File: config.mk
export PLATFORM = sky130hd
export DESIGN_NAME = morse_tx
export DESIGN_NICKNAME = d
export VERILOG_FILES = /design/src/rtl/morse_tx.sv
export SDC_FILE = /design/constraint.sdc
export NUM_CORES = 1
export LEC_CHECK = 0
export BUFFER_PORTS_ARGS = -buffer_cell sky130_fd_sc_hd__buf_2
export CAP_MARGIN = 30
export CELL_PAD_IN_SITES_DETAIL_PLACEMENT = 1
export CELL_PAD_IN_SITES_GLOBAL_PLACEMENT = 1
export CORE_AREA = 4 4 102 104
export CTS_BUF_LIST = sky130_fd_sc_hd__clkbuf_2 sky130_fd_sc_hd__clkbuf_4 sky130_fd_sc_hd__clkbuf_8
export CTS_CLUSTER_SIZE = 28
export DETAILED_ROUTE_END_ITERATION = 10
export DIE_AREA = 0 0 106 108
export HOLD_SLACK_MARGIN = 0.02
export PLACE_DENSITY = 0.71
export SETUP_SLACK_MARGIN = 0.5
export SLEW_MARGIN = 25
export SYNTH_ARGS = -nofsm -noshare
export SYNTH_HDL_FRONTEND = slang
export SYNTH_SLANG_ARGS = --single-unit
File: constraint.sdc
create_clock -name clk -period 3.8 [get_ports clk]
set_input_delay 0.57 -clock clk [delete_from_list [all_inputs] [get_ports clk]]
set_output_delay 0.57 -clock clk [all_outputs]
set_load 0.01 [all_outputs]
File: src/rtl/morse_tx.sv
// morse_tx: Morse keyer. Accepts one ASCII character per valid/ready
// handshake, looks up its ITU code and keys it out as an on/off envelope
// with unit timing (dot 1, dash 3, symbol gap 1, letter gap 3, word gap 7).
// The looked-up code is also held on morse_length/morse_input in the
// decoder's length/bit format so the two blocks can be looped back.
module morse_tx #(
   parameter int UNIT_CYCLES = 1000000
) (
   input  logic       clk,
   input  logic       rst_n,
   input  logic       char_valid,
   input  logic [7:0] char_data,
   output logic       char_ready,
   output logic       key_out,
   output logic       busy,
   output logic       err,
   output logic       done,
   output logic [3:0] morse_length,
   output logic [7:0] morse_input
);

   localparam int CW = (UNIT_CYCLES > 1) ? $clog2(UNIT_CYCLES) : 1;
   localparam logic [CW-1:0] CYC_LAST = CW'(UNIT_CYCLES - 1);

   typedef enum logic [2:0] {IDLE, MARK, SGAP, LGAP, WGAP} state_t;

   state_t        state, state_n;
   logic [CW-1:0] cyc;
   logic [1:0]    unit;
   logic [7:0]    sh;      // left-aligned symbols; sh[7] is the symbol being keyed
   logic [2:0]    left;    // symbols still to send after the current one

   logic [7:0]    uc;
   logic [11:0]   lk;      // {length, bits}
   logic          lk_ok, lk_space;
   logic          accept, unit_end;
   logic          load, shift, done_n, err_n;

   assign accept   = char_valid && char_ready;
   assign unit_end = (cyc == CYC_LAST);

   // Code lookup: lower case folds onto upper case, space is a word gap
   always_comb begin
      uc       = ((char_data >= 8'h61) && (char_data <= 8'h7A)) ? (char_data - 8'h20) : char_data;
      lk       = 12'h000;
      lk_ok    = 1'b1;
      lk_space = 1'b0;
      case (uc)
         8'h41: lk = {4'd2, 8'h01};   // A .-
         8'h42: lk = {4'd4, 8'h08};   // B -...
         8'h43: lk = {4'd4, 8'h0A};   // C -.-.
         8'h44: lk = {4'd3, 8'h04};   // D -..
         8'h45: lk = {4'd1, 8'h00};   // E .
         8'h46: lk = {4'd4, 8'h02};   // F ..-.
         8'h47: lk = {4'd3, 8'h06};   // G --.
         8'h48: lk = {4'd4, 8'h00};   // H ....
         8'h49: lk = {4'd2, 8'h00};   // I ..
         8'h4A: lk = {4'd4, 8'h07};   // J .---
         8'h4B: lk = {4'd3, 8'h05};   // K -.-
         8'h4C: lk = {4'd4, 8'h04};   // L .-..
         8'h4D: lk = {4'd2, 8'h03};   // M --
         8'h4E: lk = {4'd2, 8'h02};   // N -.
         8'h4F: lk = {4'd3, 8'h07};   // O ---
         8'h50: lk = {4'd4, 8'h06};   // P .--.
         8'h51: lk = {4'd4, 8'h0D};   // Q --.-
         8'h52: lk = {4'd3, 8'h02};   // R .-.
         8'h53: lk = {4'd3, 8'h00};   // S ...
         8'h54: lk = {4'd1, 8'h01};   // T -
         8'h55: lk = {4'd3, 8'h01};   // U ..-
         8'h56: lk = {4'd4, 8'h01};   // V ...-
         8'h57: lk = {4'd3, 8'h03};   // W .--
         8'h58: lk = {4'd4, 8'h09};   // X -..-
         8'h59: lk = {4'd4, 8'h0B};   // Y -.--
         8'h5A: lk = {4'd4, 8'h0C};   // Z --..
         8'h30: lk = {4'd5, 8'h1F};   // 0 -----
         8'h31: lk = {4'd5, 8'h0F};   // 1 .----
         8'h32: lk = {4'd5, 8'h07};   // 2 ..---
         8'h33: lk = {4'd5, 8'h03};   // 3 ...--
         8'h34: lk = {4'd5, 8'h01};   // 4 ....-
         8'h35: lk = {4'd5, 8'h00};   // 5 .....
         8'h36: lk = {4'd5, 8'h10};   // 6 -....
         8'h37: lk = {4'd5, 8'h18};   // 7 --...
         8'h38: lk = {4'd5, 8'h1C};   // 8 ---..
         8'h39: lk = {4'd5, 8'h1E};   // 9 ----.
         8'h2E: lk = {4'd6, 8'h15};   // . .-.-.-
         8'h2C: lk = {4'd6, 8'h33};   // , --..--
         8'h3F: lk = {4'd6, 8'h0C};   // ? ..--..
         8'h27: lk = {4'd6, 8'h1E};   // ' .----.
         8'h2F: lk = {4'd5, 8'h12};   // / -..-.
         8'h28: lk = {4'd5, 8'h16};   // ( -.--.
         8'h29: lk = {4'd6, 8'h2D};   // ) -.--.-
         8'h26: lk = {4'd5, 8'h08};   // & .-...
         8'h3A: lk = {4'd6, 8'h38};   // : ---...
         8'h3B: lk = {4'd6, 8'h2A};   // ; -.-.-.
         8'h3D: lk = {4'd5, 8'h11};   // = -...-
         8'h2B: lk = {4'd5, 8'h0A};   // + .-.-.
         8'h2D: lk = {4'd6, 8'h21};   // - -....-
         8'h5F: lk = {4'd6, 8'h0D};   // _ ..--.-
         8'h40: lk = {4'd6, 8'h1A};   // @ .--.-.
         8'h21: lk = {4'd6, 8'h2B};   // ! -.-.--
         8'h20: lk_space = 1'b1;      // word gap, no symbols
         default: lk_ok = 1'b0;
      endcase
   end

   // Next state: each keyed state ends on the last cycle of its final unit
   always_comb begin
      state_n = state;
      load    = 1'b0;
      shift   = 1'b0;
      done_n  = 1'b0;
      err_n   = 1'b0;
      case (state)
         IDLE: begin
            if (accept) begin
               if (!lk_ok) begin
                  err_n = 1'b1;
               end else begin
                  load    = 1'b1;
                  state_n = lk_space ? WGAP : MARK;
               end
            end
         end
         MARK: begin
            if (unit_end && (unit == (sh[7] ? 2'd2 : 2'd0))) begin
               shift   = 1'b1;
               state_n = (left == 3'd0) ? LGAP : SGAP;
            end
         end
         SGAP: begin
            if (unit_end) state_n = MARK;
         end
         LGAP: begin
            if (unit_end && (unit == 2'd2)) begin
               state_n = IDLE;
               done_n  = 1'b1;
            end
         end
         WGAP: begin
            // 4 units here plus the 3-unit letter gap before it make 7
            if (unit_end && (unit == 2'd3)) begin
               state_n = IDLE;
               done_n  = 1'b1;
            end
         end
         default: state_n = IDLE;
      endcase
   end

   // State, unit timer and registered outputs (derived from next state so
   // they line up with the state they describe)
   always_ff @(posedge clk) begin
      if (!rst_n) begin
         state      <= IDLE;
         cyc        <= '0;
         unit       <= 2'd0;
         char_ready <= 1'b0;
         key_out    <= 1'b0;
         busy       <= 1'b0;
         err        <= 1'b0;
         done       <= 1'b0;
      end else begin
         state      <= state_n;
         if ((state_n != state) || (state_n == IDLE)) begin
            cyc  <= '0;
            unit <= 2'd0;
         end else if (unit_end) begin
            cyc  <= '0;
            unit <= unit + 2'd1;
         end else begin
            cyc  <= cyc + 1'b1;
         end
         char_ready <= (state_n == IDLE);
         key_out    <= (state_n == MARK);
         busy       <= (state_n != IDLE);
         err        <= err_n;
         done       <= done_n;
      end
   end

   // Symbol shift register and the held code outputs
   always_ff @(posedge clk) begin
      if (!rst_n) begin
         sh           <= 8'h00;
         left         <= 3'd0;
         morse_length <= 4'd0;
         morse_input  <= 8'h00;
      end else if (load) begin
         sh           <= lk[7:0] << (4'd8 - lk[11:8]);
         left         <= 3'(lk[11:8] - 4'd1);
         morse_length <= lk[11:8];
         morse_input  <= lk[7:0];
      end else if (shift) begin
         sh           <= {sh[6:0], 1'b0};
         left         <= left - 3'd1;
      end
   end

endmodule

==> impl_results.md <==
* Status: completed
* Nets at between 500 and 600
* Layout cells sized above 1 at 0.158
* Cell Pwr Density at between 200 and 300 nW/um2
* IO Pins at 28
* DR vias at 3651
* Buffers added on ports at 24
* Largest net degree at the start of global routing at 37
* Synth Instances at slightly below 500
* CTS tree: built
* Iteration-0 DRC Markers at 220
* FF-to-FF End: cyc[19]
* Die extent in x at around 110 um
* Initial antenna violation count at 0
* Crit share post-route at 0.824
* Reg2Reg Setup Slack at ~0.96 ns
* Die area at around 11000 um2
* Critical Path RT at between 4 and 5 ns
* Rows at 36
* CTS Sinks at 50
* F_max at roughly 320 MHz
* Syn-to-layout area delta at 10.9%
* Number of H-tree levels at 2
* Total grt overflow at 0
* Vias in the first global route at about 3700
* DRC viols at 0
* HP Class: reg -> reg
* Clock latency on the worst-skew pair at between 0.3 and 0.4 ns
* Hold path startpoint: cyc[0]
* Crit path top cell by count: o21ai_2
* Maximum VDD drop at about 140 uV
* Total Power at around 1100 uW
* Synthesized area at 3710 um2
* Chip height at ~110 um
* Synth area leader: dfxtp_1
* Max-Cap Viols at 0
* Critical Path End Type: register
* Synth warnings at 0
* Fin crit period at about 3.1 ns
* WL per Instance at 17.0 um
* Max incr delay on CP at slightly below 0.5 ns
* Core Region at approximately 9500 um2
* Library cells used by synthesis at 80
* Max Slew Vio Count at 0
* Initial Util at 0.388
* Clk buf depth at 2
* Final hold slack at slightly below 0.5 ns
* Final setup viols at 0
* Hold Path End: cyc[0]
* Crit Path Category: in -> reg
* Drt first pass iters at 4
* Worst setup SP type: input port
* TritonCTS Buffers at 5
* Synth async-reset ratio at 0
* Top post-synthesis cells by area: dfxtp_1 27%, nor2_1 7.0%, o21ai_0 3.9%, xor2_1 3.5%, nand2_1 3.3%
* Synth top area share at 0.270
* Worst hold stages at 1
* First-pass GRT wire length at 18200 um
* Fin cells at 639
* Synth Flop Type: dfxtp_1
* Clk_skew at 0.0125 ns
* Hpwl dp at 8170 um
* Slew HR at 0.622
* Critical Path AT at 3.37 ns
* Critical path cell sequence: clkbuf_4 -> nor2b_1 -> mux4_2 -> o21ai_2 -> o21ai_2 -> inv_2 -> ha_2 -> o21ai_0 -> mux2_2 -> nand4_4 -> buf_4 -> mux2i_1 -> o211ai_1 -> a31oi_1
* Seq/Total Area, Yosys at 0.270
* Routability Congestion at roughly 0.92
* Yosys reg bits at 50
* RSZ-0062 raised after global routing: false
* GR Util All Layers at 0.192
* Top cells by count, synth: 69 x nor2_1, 50 x dfxtp_1, 33 x nand2_1
* Leakage at between 0.001 and 0.0015 uW
* Cell count of the worst reg-to-reg path at 9
* EDFF count, synth at 0
* Ant. Diodes at 0
* Maximum fanout along the worst path at 23
* CTS root buf: clkbuf_8
* Clk slew on worst S/H paths at about 0.10 ns
* Slowest cell on crit path: mux4_2
* Slew @ Worst Pin at between 0.5 and 0.6 ns
* Setup TNS at 0 ns
* Hold violation total from the final report at 0
* Vias per cell at ~5.7
* Antenna-violating nets left at 0
* Most frequent cell after synthesis: nor2_1
* Worst reg2reg path startpoint: cyc[0]
* Inst Count DP at 629
* Synthesized area per cell at around 7.6 um2
* Final wirelength at 10900 um
per-layer routing:
metal  GRT usage  vias to the layer above  wire (um)
li1            -                     1793          -
met1       0.252                     1800       5040
met2       0.335                       45       5410
met3      0.0299                       13        278
met4      0.0435                        0        118
met5           0                        -          0
how the worst max path moves through the flow:
| stage | start | slack [ns] | cells past startpoint | end |
|---|---|---|---|---|
| floorplan | char_data[1] | 0.51 | 13 | sh[4] |
| global placement | char_data[4] | 0.28 | 14 | sh[7] |
| detailed placement | char_data[3] | 0.25 | 15 | sh[7] |
| CTS | char_data[3] | 0.56 | 15 | sh[7] |
| global route | char_data[2] | 0.51 | 13 | sh[4] |
| finish | char_data[2] | 0.67 | 14 | sh[7] |
through the flow:
step / util / setup WS (ns) / area [um2]
3_3_place_gp: 0.416 / 0.285 / 3970
5_1_grt: 0.430 / 0.515 / 4110
2_1_floorplan: - / 0.508 / 3710
3_5_place_dp: 0.416 / 0.250 / 3970
4_1_cts: 0.426 / 0.561 / 4070
6_report: 0.430 / 0.667 / 4110
layout by cell type, fill, tap and decap left out, drive strengths merged, types with 3 or more instances in the layout:
cell	count
dfxtp	50
nor4b	6
inv	14
or2	3
o21ai	33
mux2i	5
nor2b	10
clkbuf	7
a21o	4
o22ai	3
nand4	8
and2	8
nor4	6
o211a	3
or3	3
nand2b	8
or4	3
a211oi	7
and3	6
ha	6
nand3b	6
xnor2	11
conb	3
xor2	15
a221oi	5
nand3	18
nand2	33
buf	44
nor2	69
o211ai	9
a31oi	9
a21oi	21
nor3	20
o21a	4
or3b	4
and4	3
report_power, final:
part,total [uW],leakage [uW],internal [uW],switching (uW)
sequential,543,0.000404,536,6.90
combinational,269,0.00102,105,164
clock,327,0.0000408,132,195
total,1140,0.00146,773,366
kinds of logic (layout without fill, tap and decap cells):
family | count (synthesis) | count (layout) | synth area share
adders and majority gates | 6 | 6 | 0.0203
buffers and inverters | 49 | 68 | 0.0652
other | 1 | 3 | 0.00101
and+or+nand+nor | 220 | 220 | 0.313
xor gates and xnor gates | 26 | 26 | 0.0614
AOI/OAI and AO/OA | 125 | 125 | 0.243
DFF | 50 | 50 | 0.270
muxes | 8 | 8 | 0.0257
flip-flops by register name, indices dropped and copies added (netlist names):
register and cells:
busy 1, morse_input 6, unit 2, key_out 1, sh 8, cyc 20, left 3, err 1
state 3, done 1, char_ready 1, morse_length 3
layout make-up:
cell class	instances	area, um2
Clock buffer	5	68.8
Clock inverter	3	23.8
Fill cell	1232	5440
Inverter	14	52.6
Multi-Input combinational cell	388	2490
Sequential cell	50	1000
Tap cell	133	166
Timing Repair Buffer	46	307
repair_timing:
item / in CTS / in global routing
setup endpoints to repair: 0 / 11
setup buffers: 0 / 2
hold buffers: 0 / 0
gates resized for setup: 0 / 8
worst max-delay path: cells and delay by family:
family                     cells  cell delay (ns)
buffers and inverters          3             0.48
and+or+nand+nor                2             0.31
AOI/OAI and AO/OA              5             0.68
muxes                          3             1.10
adders and majority gates      1             0.21
No activity file was read; power rests on OpenSTA's default activity.
